<file path="src/rtl/spi_driver_pkg.sv">
// Shared constants, state encoding and frame-length helper for the SPI master.
package spi_driver_pkg;
    localparam int ADDR_W   = 8;
    localparam int DATA_W   = 8;
    localparam int HDR_BITS = 9;
    localparam int CNT_W    = 16;

    localparam logic RW_WRITE = 1'b1;
    localparam logic RW_READ  = 1'b0;

    typedef enum logic [2:0] {
        IDLE,
        HDR,
        WDATA,
        RDATA,
        DONE
    } state_t;

    // Total SPI bits in a frame: header plus one byte (write) or N bytes (read).
    function automatic logic [CNT_W-1:0] frame_bits(input logic wr, input logic [DATA_W-1:0] n);
        if (wr)
            return CNT_W'(HDR_BITS + DATA_W);
        return CNT_W'(HDR_BITS) + {5'd0, n, 3'd0};
    endfunction
endpackage

</file>
<file path="src/rtl/spi_driver.sv">
// SPI master: serialises a write or burst-read command and deserialises returned
// bytes into a FIFO write strobe. One SPI bit spans two clk cycles.
module spi_driver
    import spi_driver_pkg::*;
(
    input  logic              clk,
    input  logic              rstn,
    input  logic              serial_in,
    input  logic              new_command,
    input  logic [ADDR_W-1:0] write_register_addr,
    input  logic [DATA_W-1:0] write_data,
    input  logic [DATA_W-1:0] num_regs_to_read,
    input  logic [ADDR_W-1:0] start_read_register_addr,
    input  logic              is_write,
    output logic [DATA_W-1:0] data_read_from_reg,
    output logic              serial_out,
    output logic              spi_clk,
    output logic              write_complete,
    output logic              read_complete,
    output logic              fifo_wr_en
);
    state_t                     r_state;
    logic                       r_cmd_prev;
    logic                       r_is_write;
    logic                       r_zero_rd;
    logic [ADDR_W+DATA_W-1:0]   r_tx;
    logic [DATA_W-2:0]          r_rx;
    logic [CNT_W-1:0]           r_bit_cnt;
    logic [CNT_W-1:0]           r_total;

    logic                       w_start;
    logic                       w_byte_end;
    logic [CNT_W-1:0]           w_next_cnt;

    assign w_start    = (r_state == IDLE) && new_command && !r_cmd_prev;
    assign w_next_cnt = r_bit_cnt + 16'd1;
    // Data bits start at index HDR_BITS, so a byte ends when (cnt - HDR_BITS) % 8 == 7.
    assign w_byte_end = (r_bit_cnt[2:0] - 3'(HDR_BITS)) == 3'd7;

    always_ff @(posedge clk or negedge rstn) begin
        if (!rstn) begin
            r_state            <= IDLE;
            r_cmd_prev         <= 1'b0;
            r_is_write         <= 1'b0;
            r_zero_rd          <= 1'b0;
            r_tx               <= '0;
            r_rx               <= '0;
            r_bit_cnt          <= '0;
            r_total            <= '0;
            data_read_from_reg <= '0;
            serial_out         <= 1'b0;
            spi_clk            <= 1'b0;
            write_complete     <= 1'b0;
            read_complete      <= 1'b0;
            fifo_wr_en         <= 1'b0;
        end else begin
            r_cmd_prev     <= new_command;
            write_complete <= 1'b0;
            read_complete  <= 1'b0;
            fifo_wr_en     <= 1'b0;

            case (r_state)
                IDLE: begin
                    spi_clk    <= 1'b0;
                    serial_out <= 1'b0;
                    if (w_start) begin
                        r_is_write <= is_write;
                        r_bit_cnt  <= '0;
                        r_total    <= frame_bits(is_write, num_regs_to_read);
                        r_tx       <= {(is_write ? write_register_addr : start_read_register_addr),
                                       (is_write ? write_data : {DATA_W{1'b0}})};
                        if (!is_write && (num_regs_to_read == '0)) begin
                            r_state   <= DONE;
                            r_zero_rd <= 1'b1;
                        end else begin
                            r_state    <= HDR;
                            serial_out <= is_write ? RW_WRITE : RW_READ;
                        end
                    end
                end

                HDR, WDATA, RDATA: begin
                    if (!spi_clk) begin
                        spi_clk <= 1'b1;
                        if (r_state == RDATA) begin
                            r_rx <= {r_rx[DATA_W-3:0], serial_in};
                            if (w_byte_end) begin
                                data_read_from_reg <= {r_rx, serial_in};
                                fifo_wr_en         <= 1'b1;
                            end
                        end
                    end else begin
                        spi_clk   <= 1'b0;
                        r_bit_cnt <= w_next_cnt;
                        if (w_next_cnt == r_total) begin
                            r_state        <= DONE;
                            serial_out     <= 1'b0;
                            write_complete <= r_is_write;
                            read_complete  <= !r_is_write;
                        end else begin
                            // Zeros shift in behind the address, so reads drive 0 in the data phase.
                            serial_out <= r_tx[ADDR_W+DATA_W-1];
                            r_tx       <= {r_tx[ADDR_W+DATA_W-2:0], 1'b0};
                            if (w_next_cnt == CNT_W'(HDR_BITS))
                                r_state <= r_is_write ? WDATA : RDATA;
                        end
                    end
                end

                DONE: begin
                    spi_clk    <= 1'b0;
                    serial_out <= 1'b0;
                    r_state    <= IDLE;
                    if (r_zero_rd) begin
                        read_complete <= 1'b1;
                        r_zero_rd     <= 1'b0;
                    end
                end

                default: r_state <= IDLE;
            endcase
        end
    end
endmodule

</file>
<file path="config.mk">
export PLATFORM = sky130hd
export DESIGN_NAME = spi_driver
export DESIGN_NICKNAME = d
export VERILOG_FILES = /design/src/rtl/spi_driver_pkg.sv /design/src/rtl/spi_driver.sv
export SDC_FILE = /design/constraint.sdc
export NUM_CORES = 1
export LEC_CHECK = 0
export ABC_AREA = 1
export CELL_PAD_IN_SITES_DETAIL_PLACEMENT = 1
export CELL_PAD_IN_SITES_GLOBAL_PLACEMENT = 1
export CORE_MARGIN = 1
export CORE_UTILIZATION = 40
export CTS_CLUSTER_DIAMETER = 30
export DETAILED_ROUTE_END_ITERATION = 8
export GPL_ROUTABILITY_DRIVEN = 0
export GPL_TIMING_DRIVEN = 0
export PLACE_DENSITY_LB_ADDON = 0.12
export SLEW_MARGIN = 20
export SYNTH_ARGS = -nofsm -noshare
export SYNTH_HDL_FRONTEND = slang
export SYNTH_SLANG_ARGS = --single-unit
</file>
<file path="constraint.sdc">
create_clock -name clk -period 2.75 [get_ports clk]
set_input_delay 0.55 -clock clk [delete_from_list [all_inputs] [get_ports clk]]
set_output_delay 0.55 -clock clk [all_outputs]
set_load 0.02 [all_outputs]
</file>
==> metrics.cfg, run 1 <==
[floorplan]
rows = 35
die_w_um = 99.9
pin_count = 50
initial_core_util_pct = 41.3
dieArea_sq_um = 9990
die_y_um = 99.9
core_sq_um = 9280

[detailed_routing]
firstDrtPassIters = 4
drtAntennaViolNets = 0
via_per_inst = 5.07
wl_per_cell_um = 15.1
drcViolationCount = 0
finalWirelength_um = 10700
dr.first_iter.drc_count = 110
via_count = 3580

[grt]
antenna_found_initial = 0
grt_max_degree = 56
grt_pass1_wl_um = 18300
track_usage_pct = 23.6
grt_overflow_total = 0
grt_pass1_vias = 3742

[cts]
cts.htree.levels = 3
clk_pin_slew_ps = 90
clockBufferDepth = 2
cts_inserted_buffers = 9
cts_sinks = 68
cts_root_buf = clkbuf_8
clkLatencyLatePin_ps = 350
ctsHoldBuffers = 0
cts_tree = done

[setup_path]
rrSetupSlack_ps = 230
r2r-start = r_bit_cnt[0]$_DFFE_PN0P_
timing.rr.end = r_tx[11]$_DFFE_PN0P_
crit_fanout = 10
slowest_stage = dfrtp_1
reg2reg_depth = 15
slowest_delay_ps = 460
crit_required_ps = 2990
worstPathArrival_ps = 2770
start_kind = register
crit_chain = ha_1, nand3_2, nor2_8, nand2_2, nand2_2, nand2_2, nand2_1, nand2_1, nor2_2, nand4_4, nor2_4, inv_2, buf_2, nand3_1, nand2_1
crit_type = register to register
worstSetupEndpointType = register

[timing]
setup_viol_count_final = 0
max_freq_mhz = 396
finalCriticalPeriod_ps = 2520
hold_violations = 0
maxSlewHeadroom_pct = 59.0
worst_slew_pin_slew_ps = 615
final_max_slew_viol_count = 0
fin_worst_skew_ps = 10.6
rsz0062_at_grt = false
finalCritPeriodShare_pct = 91.8

[placed_design]
hpwl_um = 8150
numPortBuffers = 48
dp.cells = 690
placed_cell_area_sq_um = 4500

[flow_run]
max_cap_violations = 0

[pwr]
pwr-share-comb_pct = 47.3
p_sw_mw = 2.21
power.leakage_nw = 2.23
internal-power_mw = 2.67
pwr-share-seq_pct = 34.7
p_per_area_nw_per_um2 = 1030
pwr-share-clk_pct = 18.0
p_sw_share_pct = 45.3
total_power_mw = 4.87
ir_worst_vdd_v = 0.000418

[layout]
drive_gt1_share_pct = 8.84
nets = 615
final_area_sq_um = 4710
final_util_pct = 50.8
syn_to_final_growth_pct = 22.8
n_fill_cell = 1189
antenna_cells = 0
top_regs = r_bit_cnt: 16 flops, r_tx: 16 flops, r_total: 10 flops
fin_cells = 706

[logic_synthesis]
synth_area_leaders = dfrtp_1 44%, nand2_1 16%, nand3_1 6.3%
ys_warn_count = 0
avgSynthCellArea_sq_um = 7.49
netlist_instances = 512
synth_area_sq_um = 3840
yosysUniqueCellTypes = 34
yosys_register_bits = 68
synth_area_leader_cell = dfrtp_1
synth_fp_nets = 555
synth.top_cell.area_share_pct = 44.3
yosysSeqAreaShare_pct = 44.3

[run_status]
status = complete, no violations

[min_path]
hp-class = input port to async pin

==> through the flow <==
step | TNS [ps] | worst slack [ps] | hold slack [ps]
detailed placement | 0 | 209 | 432
finish | 0 | 226 | 49.4
CTS | 0 | 211 | 41.0
global route | 0 | 19.0 | 47.6
floorplan | 0 | 683 | 254
global placement | -92440 | -1370 | 455
==> cells in the mapped netlist (all sizes together) <==
| cell type | n |
|---|---|
| nor4 | 1 |
| o21ai | 29 |
| dfrtp | 68 |
| and3b | 1 |
| nor3 | 3 |
| xnor2 | 2 |
| o22ai | 19 |
| o21bai | 2 |
| nand2 | 173 |
| a21oi | 9 |
| nand4 | 13 |
| nand3b | 2 |
| clkbuf | 12 |
| o22a | 1 |
| a31oi | 9 |
| xor2 | 3 |
| inv | 60 |
| buf | 2 |
| and3 | 1 |
| nor2 | 43 |
| a22o | 1 |
| ha | 6 |
| clkinv | 1 |
| nand3 | 51 |
==> final cells by class <==
cell class	instances	area, sq um	share of cell area, %
multi-input cells	369	1840	39.0
clock inverters	7	81.3	1.73
plain buffers	14	73.8	1.57
repair buffers	49	505	10.7
clock buffers	9	124	2.63
well taps	129	161	3.42
inverters	61	229	4.86
flip-flops and latches	68	1700	36.1
==> worst max-delay path, delay by kind of cell (launching register included) <==
kind	cells	cell delay (ps)
AND/OR/NAND/NOR	12	1380
flip-flops	1	460
adder cells (fa/ha/maj)	1	260
buffers and inverters	2	310
==> per-layer routing <==
layer	part of all wire [%]	global-route usage [%]
met1	47	30.2
met2	50	41.3
met3	2.0	2.79
met4	1.2	8.14
met5	0	0
==> cell families (layout without fill, tap and decap cells) <==
| family | after synthesis | in the layout | synth area share, % |
|---|---|---|---|
| adder cells (fa/ha/maj) | 6 | 6 | 1.96 |
| AO/OA/AOI/OAI | 70 | 70 | 10.4 |
| AND/OR/NAND/NOR | 288 | 288 | 34.4 |
| XOR/XNOR | 5 | 5 | 1.14 |
| buffers and inverters | 75 | 140 | 7.79 |
| flip-flops | 68 | 68 | 44.3 |
==> cells in the final DEF, fill, tap and decap left out, types with 3 or more instances in the layout <==
| cell | count |
|---|---|
| a21oi_1 | 9 |
| a31oi_1 | 9 |
| clkbuf_1 | 9 |
| clkbuf_2 | 3 |
| clkbuf_8 | 9 |
| clkdlybuf4s50_1 | 47 |
| dfrtp_1 | 68 |
| ha_1 | 6 |
| inv_1 | 57 |
| inv_2 | 3 |
| inv_6 | 3 |
| nand2_1 | 161 |
| nand2_2 | 11 |
| nand3_1 | 48 |
| nand3_2 | 3 |
| nand4_1 | 12 |
| nor2_1 | 34 |
| nor2_2 | 4 |
| nor2_4 | 4 |
| nor3_1 | 3 |
| o21ai_0 | 28 |
| o22ai_1 | 19 |
| xor2_1 | 3 |
==> worst max path at each step <==
stage / startpoint / end / slack (ps) / cells past startpoint
floorplan: r_bit_cnt[0]$_DFFE_PN0P_ / r_tx[5]$_DFFE_PN0P_ / 680 / 15
global placement: rstn / data_read_from_reg[5]$_DFFE_PN0P_ / -1370 / 1
detailed placement: new_command / r_tx[11]$_DFFE_PN0P_ / 210 / 8
CTS: r_state[0]$_DFFE_PN0P_ / r_tx[11]$_DFFE_PN0P_ / 210 / 10
global route: r_bit_cnt[0]$_DFFE_PN0P_ / r_tx[8]$_DFFE_PN0P_ / 20 / 15
finish: r_bit_cnt[0]$_DFFE_PN0P_ / r_tx[11]$_DFFE_PN0P_ / 230 / 15
==> power groups by stage <==
stage	Sequential [mW]	Clock (mW)	Combinational, mW
4_1_cts	1.69	0.901	2.33
3_5_place_dp	1.71	0	2.30
5_1_grt	1.73	0.936	2.62
2_1_floorplan	1.70	0	1.55
6_report	1.69	0.875	2.31
3_3_place_gp	1.69	0	2.23
==> what timing repair did <==
item / CTS / global route
gates resized for setup: 0 / 6
buffers inserted: 0 / 0
endpoints found under the setup margin: 0 / 11
No activity file was read; power rests on OpenSTA's default activity.
==> run 2, diff against run 1 <==
- CORE_UTILIZATION: 40 -> 41
==> run 2 against run 1 <==
  * Die area down 2.4%
  * Via count up 0.28%
  * Critical path depth down 5
  * Clock power up 9.3%
  * Global-route usage up 0.61 points
  * Total power up 1.7%
  * Sequential cell count unchanged
  * Cell count down 3.0%
  * Worst setup slack better by 61 ps
  * Final area down 0.35%
==> metrics.cfg, run 2 (same netlist as run 1, synthesis figures left out) <==
[run_status]
status = complete, no violations

[cts]
clk_pin_slew_ps = 90  ; about the same
cts_tree = done
clkLatencyLatePin_ps = 370  ; +20 ps
cts_inserted_buffers = 9  ; unchanged
clockBufferDepth = 2  ; unchanged
cts.htree.levels = 3  ; unchanged
postCtsSetupBuffers = 0  ; unchanged
cts_sinks = 68  ; unchanged
ctsHoldBuffers = 0  ; unchanged
cts_root_buf = clkbuf_8
cts_resized = 0  ; unchanged

[timing]
max_freq_mhz = 406  ; +2.5%
finalCriticalPeriod_ps = 2460  ; -60.9 ps
hold_slack_ps = 112  ; +62.1 ps
worst_slew_pin_slew_ps = 564  ; -51.2 ps
fin_worst_skew_ps = 14.1  ; +3.52 ps
setup_viol_count_final = 0  ; unchanged
rsz0062_at_grt = false
finalCritPeriodShare_pct = 89.6  ; -2.2 points
final_max_slew_viol_count = 0  ; unchanged
hold_violations = 0  ; unchanged
maxSlewHeadroom_pct = 62.4  ; +3.4 points

[placed_design]
placed_cell_area_sq_um = 4470  ; -0.75%
numPortBuffers = 48  ; unchanged
hpwl_um = 8120  ; -0.35%
dp.cells = 669  ; -3.0%

[grt]
use_met1_pct = 30.0  ; -0.26 points
busiest_layer = met2
track_usage_pct = 24.2  ; +0.61 points
grt_max_degree = 41  ; -27%
grt_overflow_total = 0  ; unchanged
antenna_found_initial = 0  ; unchanged
grtUsageMet2_pct = 42.5  ; +1.2 points
grt_pass1_vias = 3879  ; +3.7%
grt_pass1_wl_um = 18500  ; +1.3%
grt_util_met3_pct = 4.54  ; +1.8 points

[detailed_routing]
wl_per_cell_um = 15.4  ; +1.7%
via_count = 3590  ; +0.28%
via_per_inst = 5.24  ; +3.4%
finalWirelength_um = 10500  ; -1.3%
drtAntennaViolNets = 0  ; unchanged
firstDrtPassIters = 4  ; unchanged
drcViolationCount = 0  ; unchanged
dr.first_iter.drc_count = 119  ; +8.2%

[layout]
final_area_sq_um = 4700  ; -0.35%
fin_cells = 685  ; -3.0%
drive_gt1_share_pct = 8.84  ; unchanged
antenna_cells = 0  ; unchanged
nets = 615  ; unchanged
final_cell_mix = 161 x nand2_1, 67 x dfrtp_1, 57 x inv_1
n_fill_cell = 1131  ; -4.9%
top_regs = r_bit_cnt: 16 flops, r_tx: 16 flops, r_total: 10 flops
syn_to_final_growth_pct = 22.4
final_common_cell = nand2_1

[floorplan]
rows = 34  ; -2.9%
core_sq_um = 8890  ; -4.2%
pin_count = 50  ; unchanged
die_y_um = 98.7  ; -1.2%
initial_core_util_pct = 43.2  ; +1.8 points
die_w_um = 98.7  ; -1.2%
dieArea_sq_um = 9750  ; -2.4%

[setup_path]
worstPathArrival_ps = 2760  ; about the same
start_kind = register
crit_fanout = 10  ; unchanged
crit_type = register to register
crit_required_ps = 3050  ; +60 ps
worstSetupEndpointType = register
reg2reg_depth = 10  ; -5

[pwr]
power.leakage_nw = 2.23  ; about the same
ir_worst_vdd_v = 0.000444  ; +6.3%
p_per_area_nw_per_um2 = 1060  ; +2.1%

[min_path]
hp-class = input port to async pin

[flow_run]
max_cap_violations = 0  ; unchanged

-- run 2: where the power goes --
group | internal, mW | total [mW] | switching [mW]
registers | 1.39 | 1.70 | 0.309
logic | 0.843 | 2.31 | 1.46
clock network | 0.515 | 0.956 | 0.441
-- run 2: worst paths after layout --
path | to | slack (ps) | from
worst min-delay path | r_bit_cnt[14]$_DFFE_PN0P_ | 110 | rstn
worst min register to register | data_read_from_reg[7]$_DFFE_PN0P_ | 480 | data_read_from_reg[7]$_DFFE_PN0P_
max in group asynchronous | r_bit_cnt[0]$_DFFE_PN0P_ | 2080 | rstn
worst max register to register | r_tx[5]$_DFFE_PN0P_ | 290 | r_state[0]$_DFFE_PN0P_
worst max-delay path | r_tx[5]$_DFFE_PN0P_ | 290 | r_state[0]$_DFFE_PN0P_
min in group clk | data_read_from_reg[7]$_DFFE_PN0P_ | 480 | data_read_from_reg[7]$_DFFE_PN0P_
-- run 2: stage by stage --
stage | worst slack, ps | power (mW) | utilization [%] | setup TNS [ps]
final | 287 | 4.96 | 52.8 | 0
after global routing | 10.7 | 5.39 | 52.8 | 0
after CTS | 113 | 4.99 | 52.8 | 0
after detailed placement | 100 | 4.02 | 50.3 | 0
after global placement | -1290 | 3.90 | 50.1 | -87160
after floorplan | 683 | 3.25 | - | 0
-- run 2: worst max-delay path: stages, from the launching register on --
cell,delay (ps)
dfrtp_1,420
nor2_1,310
inv_1,140
nor2_1,140
inv_1,90
nor3_1,190
inv_1,200
nand2_1,270
clkbuf_1,410
nand3_1,140
nand2_1,90
-- run 2: cell type report --
| type | count | area (sq um) | area share (%) |
|---|---|---|---|
| buffer | 14 | 72.6 | 1.55 |
| timing repair buffer | 49 | 498 | 10.6 |
| multi-input combinational | 369 | 1840 | 39.1 |
| clock inverter | 7 | 98.8 | 2.10 |
| clock buffer | 9 | 124 | 2.64 |
| inverter | 61 | 229 | 4.87 |
| sequential | 68 | 1700 | 36.3 |
| tap | 108 | 135 | 2.88 |
-- run 2: per-layer routing --
layer / vias up / part of all wire (%)
li1: 1794 / -
met1: 1729 / 46
met2: 59 / 50
met3: 8 / 2.6
met4: 0 / 1.2
met5: - / 0
==> run 3, diff against run 2 <==
- CORE_ASPECT_RATIO: not set -> 1.1
- GPL_TIMING_DRIVEN: 0 -> not set
==> run 3 against run 2 <==
  * Sequential share of layout area about the same
  * Combinational power about the same
  * Global-route usage increased by 0.31 points
  * Critical path depth increased by 5
  * Fmax increased by 0.40%
  * Sequential power about the same
  * First-iteration DRC count decreased by 6.7%
  * Die area about the same
==> metrics.cfg, run 3 (same netlist as run 1, synthesis figures left out) <==
[run_status]
status = complete, no violations

[timing]
tns_ps = 0  ; unchanged
finalCritPeriodShare_pct = 89.2  ; -0.36 points
hold_slack_ps = 228  ; +117 ps
hold_violations = 0  ; unchanged
fin_worst_skew_ps = 9.41  ; -4.67 ps
final_max_slew_viol_count = 0  ; unchanged
worst_slew_pin_slew_ps = 697  ; +133 ps
max_freq_mhz = 408  ; +0.40%
maxSlewHeadroom_pct = 53.5  ; -8.9 points
finalCriticalPeriod_ps = 2450  ; -9.86 ps
setup_viol_count_final = 0  ; unchanged
rsz0062_at_grt = false

[floorplan]
initial_core_util_pct = 42.8  ; -0.35 points
dieArea_sq_um = 9750  ; about the same
rows = 36  ; +5.9%
core_sq_um = 8960  ; +0.82%
die_y_um = 103  ; +4.8%
die_w_um = 94.2  ; -4.6%
pin_count = 50  ; unchanged

[setup_path]
crit_fanout = 17  ; +7
crit_family = simple AND/OR/NAND/NOR gates
crit_required_ps = 3050  ; about the same
slowest_stage = dfrtp_1
critPathBufInv = 3  ; -1
crit_chain = inv_1, ha_1, inv_1, nand3_1, nor2_1, nand2_1, nor2_1, nand2_1, nor2_2, nand4_4, nor2_4, inv_2, nand2_8, nand2_1, nand2_1
timing.rr.end = r_tx[10]$_DFFE_PN0P_
start_kind = register
worstPathArrival_ps = 2750  ; about the same
worstSetupEndpointType = register
crit_type = register to register
r2r-start = r_bit_cnt[0]$_DFFE_PN0P_
rrSetupSlack_ps = 300  ; about the same
slowest_delay_ps = 440  ; +20 ps
reg2reg_depth = 15  ; +5
path_common_cell = nand2_1

[cts]
clkLatencyLatePin_ps = 360  ; about the same
clk_pin_slew_ps = 90  ; about the same
cts_tree = done
cts_sinks = 68  ; unchanged
clockBufferDepth = 2  ; unchanged
cts_root_buf = clkbuf_8
postCtsSetupBuffers = 0  ; unchanged
cts_inserted_buffers = 9  ; unchanged
cts.htree.levels = 3  ; unchanged

[pwr]
p_sw_mw = 2.27  ; +2.8%
p_sw_share_pct = 46.1  ; +1.4 points
internal-power_mw = 2.66  ; -3.0%
p_per_area_nw_per_um2 = 1050  ; -0.26%
power.leakage_nw = 2.24  ; +0.14%
ir_worst_vdd_v = 0.000551  ; +24%
pwr-share-seq_pct = 34.5  ; +0.3 points
pwr-share-clk_pct = 18.0  ; -1.3 points
pwr-share-comb_pct = 47.5  ; +1.0 points

[grt]
antenna_found_initial = 0  ; unchanged
grt_pass1_wl_um = 18200  ; -1.6%
grt_max_degree = 42  ; +2.4%
grt_overflow_total = 0  ; unchanged
track_usage_pct = 24.5  ; +0.31 points
grt_pass1_vias = 3866  ; -0.34%

[detailed_routing]
firstDrtPassIters = 4  ; unchanged
dr.first_iter.drc_count = 111  ; -6.7%
via_per_inst = 5.28  ; +0.69%
drcViolationCount = 0  ; unchanged
via_count = 3620  ; +0.84%
drtAntennaViolNets = 0  ; unchanged
wl_per_cell_um = 15.9  ; +3.3%
finalWirelength_um = 10900  ; +3.5%

[layout]
nets = 610  ; -0.81%
syn_to_final_growth_pct = 22.2
top_regs = r_bit_cnt: 16 flops, r_tx: 16 flops, r_total: 10 flops
final_area_sq_um = 4690  ; -0.16%
drive_gt1_share_pct = 9.44  ; +0.60 points
final_common_cell = nand2_1
antenna_cells = 0  ; unchanged
final_cell_mix = 161 x nand2_1, 68 x dfrtp_1, 57 x inv_1

[placed_design]
placed_cell_area_sq_um = 4480  ; +0.11%
hpwl_um = 8120  ; about the same
numPortBuffers = 49  ; +2.1%

[flow_run]
max_cap_violations = 0  ; unchanged

[min_path]
hp-class = input port to async pin

-- run 3: changes by cell type in the layout (fill, tap and decap cells not counted), sizes merged --
cell | before | now
clkinv | 4 | 1
inv | 61 | 65
bufinv | 2 | 1
buf | 4 | 10
clkbuf | 21 | 9
clkdlybuf4s50 | 47 | 48
-- run 3: area by class of cell --
class | count | area (sq um)
tap | 114 | 143
clock inverter | 7 | 81.3
multi-input combinational | 369 | 1850
sequential | 68 | 1700
fill | 1125 | 4270
timing repair buffer | 58 | 566
clock buffer | 9 | 124
inverter | 61 | 229
-- run 3: through the flow --
step	utilization [%]	setup slack (ps)	total power, mW	std cells
final	52.3	297	4.94	686
after global routing	52.3	44.9	5.33	686
after CTS	52.2	212	4.96	686
after detailed placement	49.9	246	4.02	670
after global placement	49.9	363	3.92	670
after floorplan	-	683	3.25	512
-- run 3: per-layer routing --
layer | track usage [%] | part of all wire (%) | wire, um | vias up
met3 | 3.14 | 2.1 | 225 | 24
li1 | - | - | - | 1778
met4 | 11.0 | 2.7 | 292 | 0
met1 | 28.5 | 42 | 4620 | 1778
met2 | 45.0 | 53 | 5740 | 40
met5 | 0 | 0 | 0 | -
-- run 3: timing repair --
item	in CTS	in global routing
hold buffers	0	0
gates resized for setup	0	1
setup endpoints to repair	0	1
-- run 3: worst max-delay path by stage --
stage,endpoint,start,cells after the start,slack (ps)
floorplan,r_tx[5]$_DFFE_PN0P_,r_bit_cnt[0]$_DFFE_PN0P_,15,680
global route,r_tx[2]$_DFFE_PN0P_,r_bit_cnt[0]$_DFFE_PN0P_,15,40
detailed placement,r_tx[2]$_DFFE_PN0P_,r_bit_cnt[0]$_DFFE_PN0P_,15,250
finish,r_tx[10]$_DFFE_PN0P_,r_bit_cnt[0]$_DFFE_PN0P_,15,300
CTS,r_tx[5]$_DFFE_PN0P_,r_bit_cnt[0]$_DFFE_PN0P_,15,210
global placement,r_tx[1]$_DFFE_PN0P_,r_bit_cnt[0]$_DFFE_PN0P_,15,360
-- run 3: power by group through the flow --
stage | clock network (mW) | logic [mW] | registers [mW]
finish | 0.889 | 2.34 | 1.70
global route | 0.956 | 2.62 | 1.75
CTS | 0.903 | 2.36 | 1.70
detailed placement | 0 | 2.30 | 1.72
global placement | 0 | 2.22 | 1.70
floorplan | 0 | 1.55 | 1.70
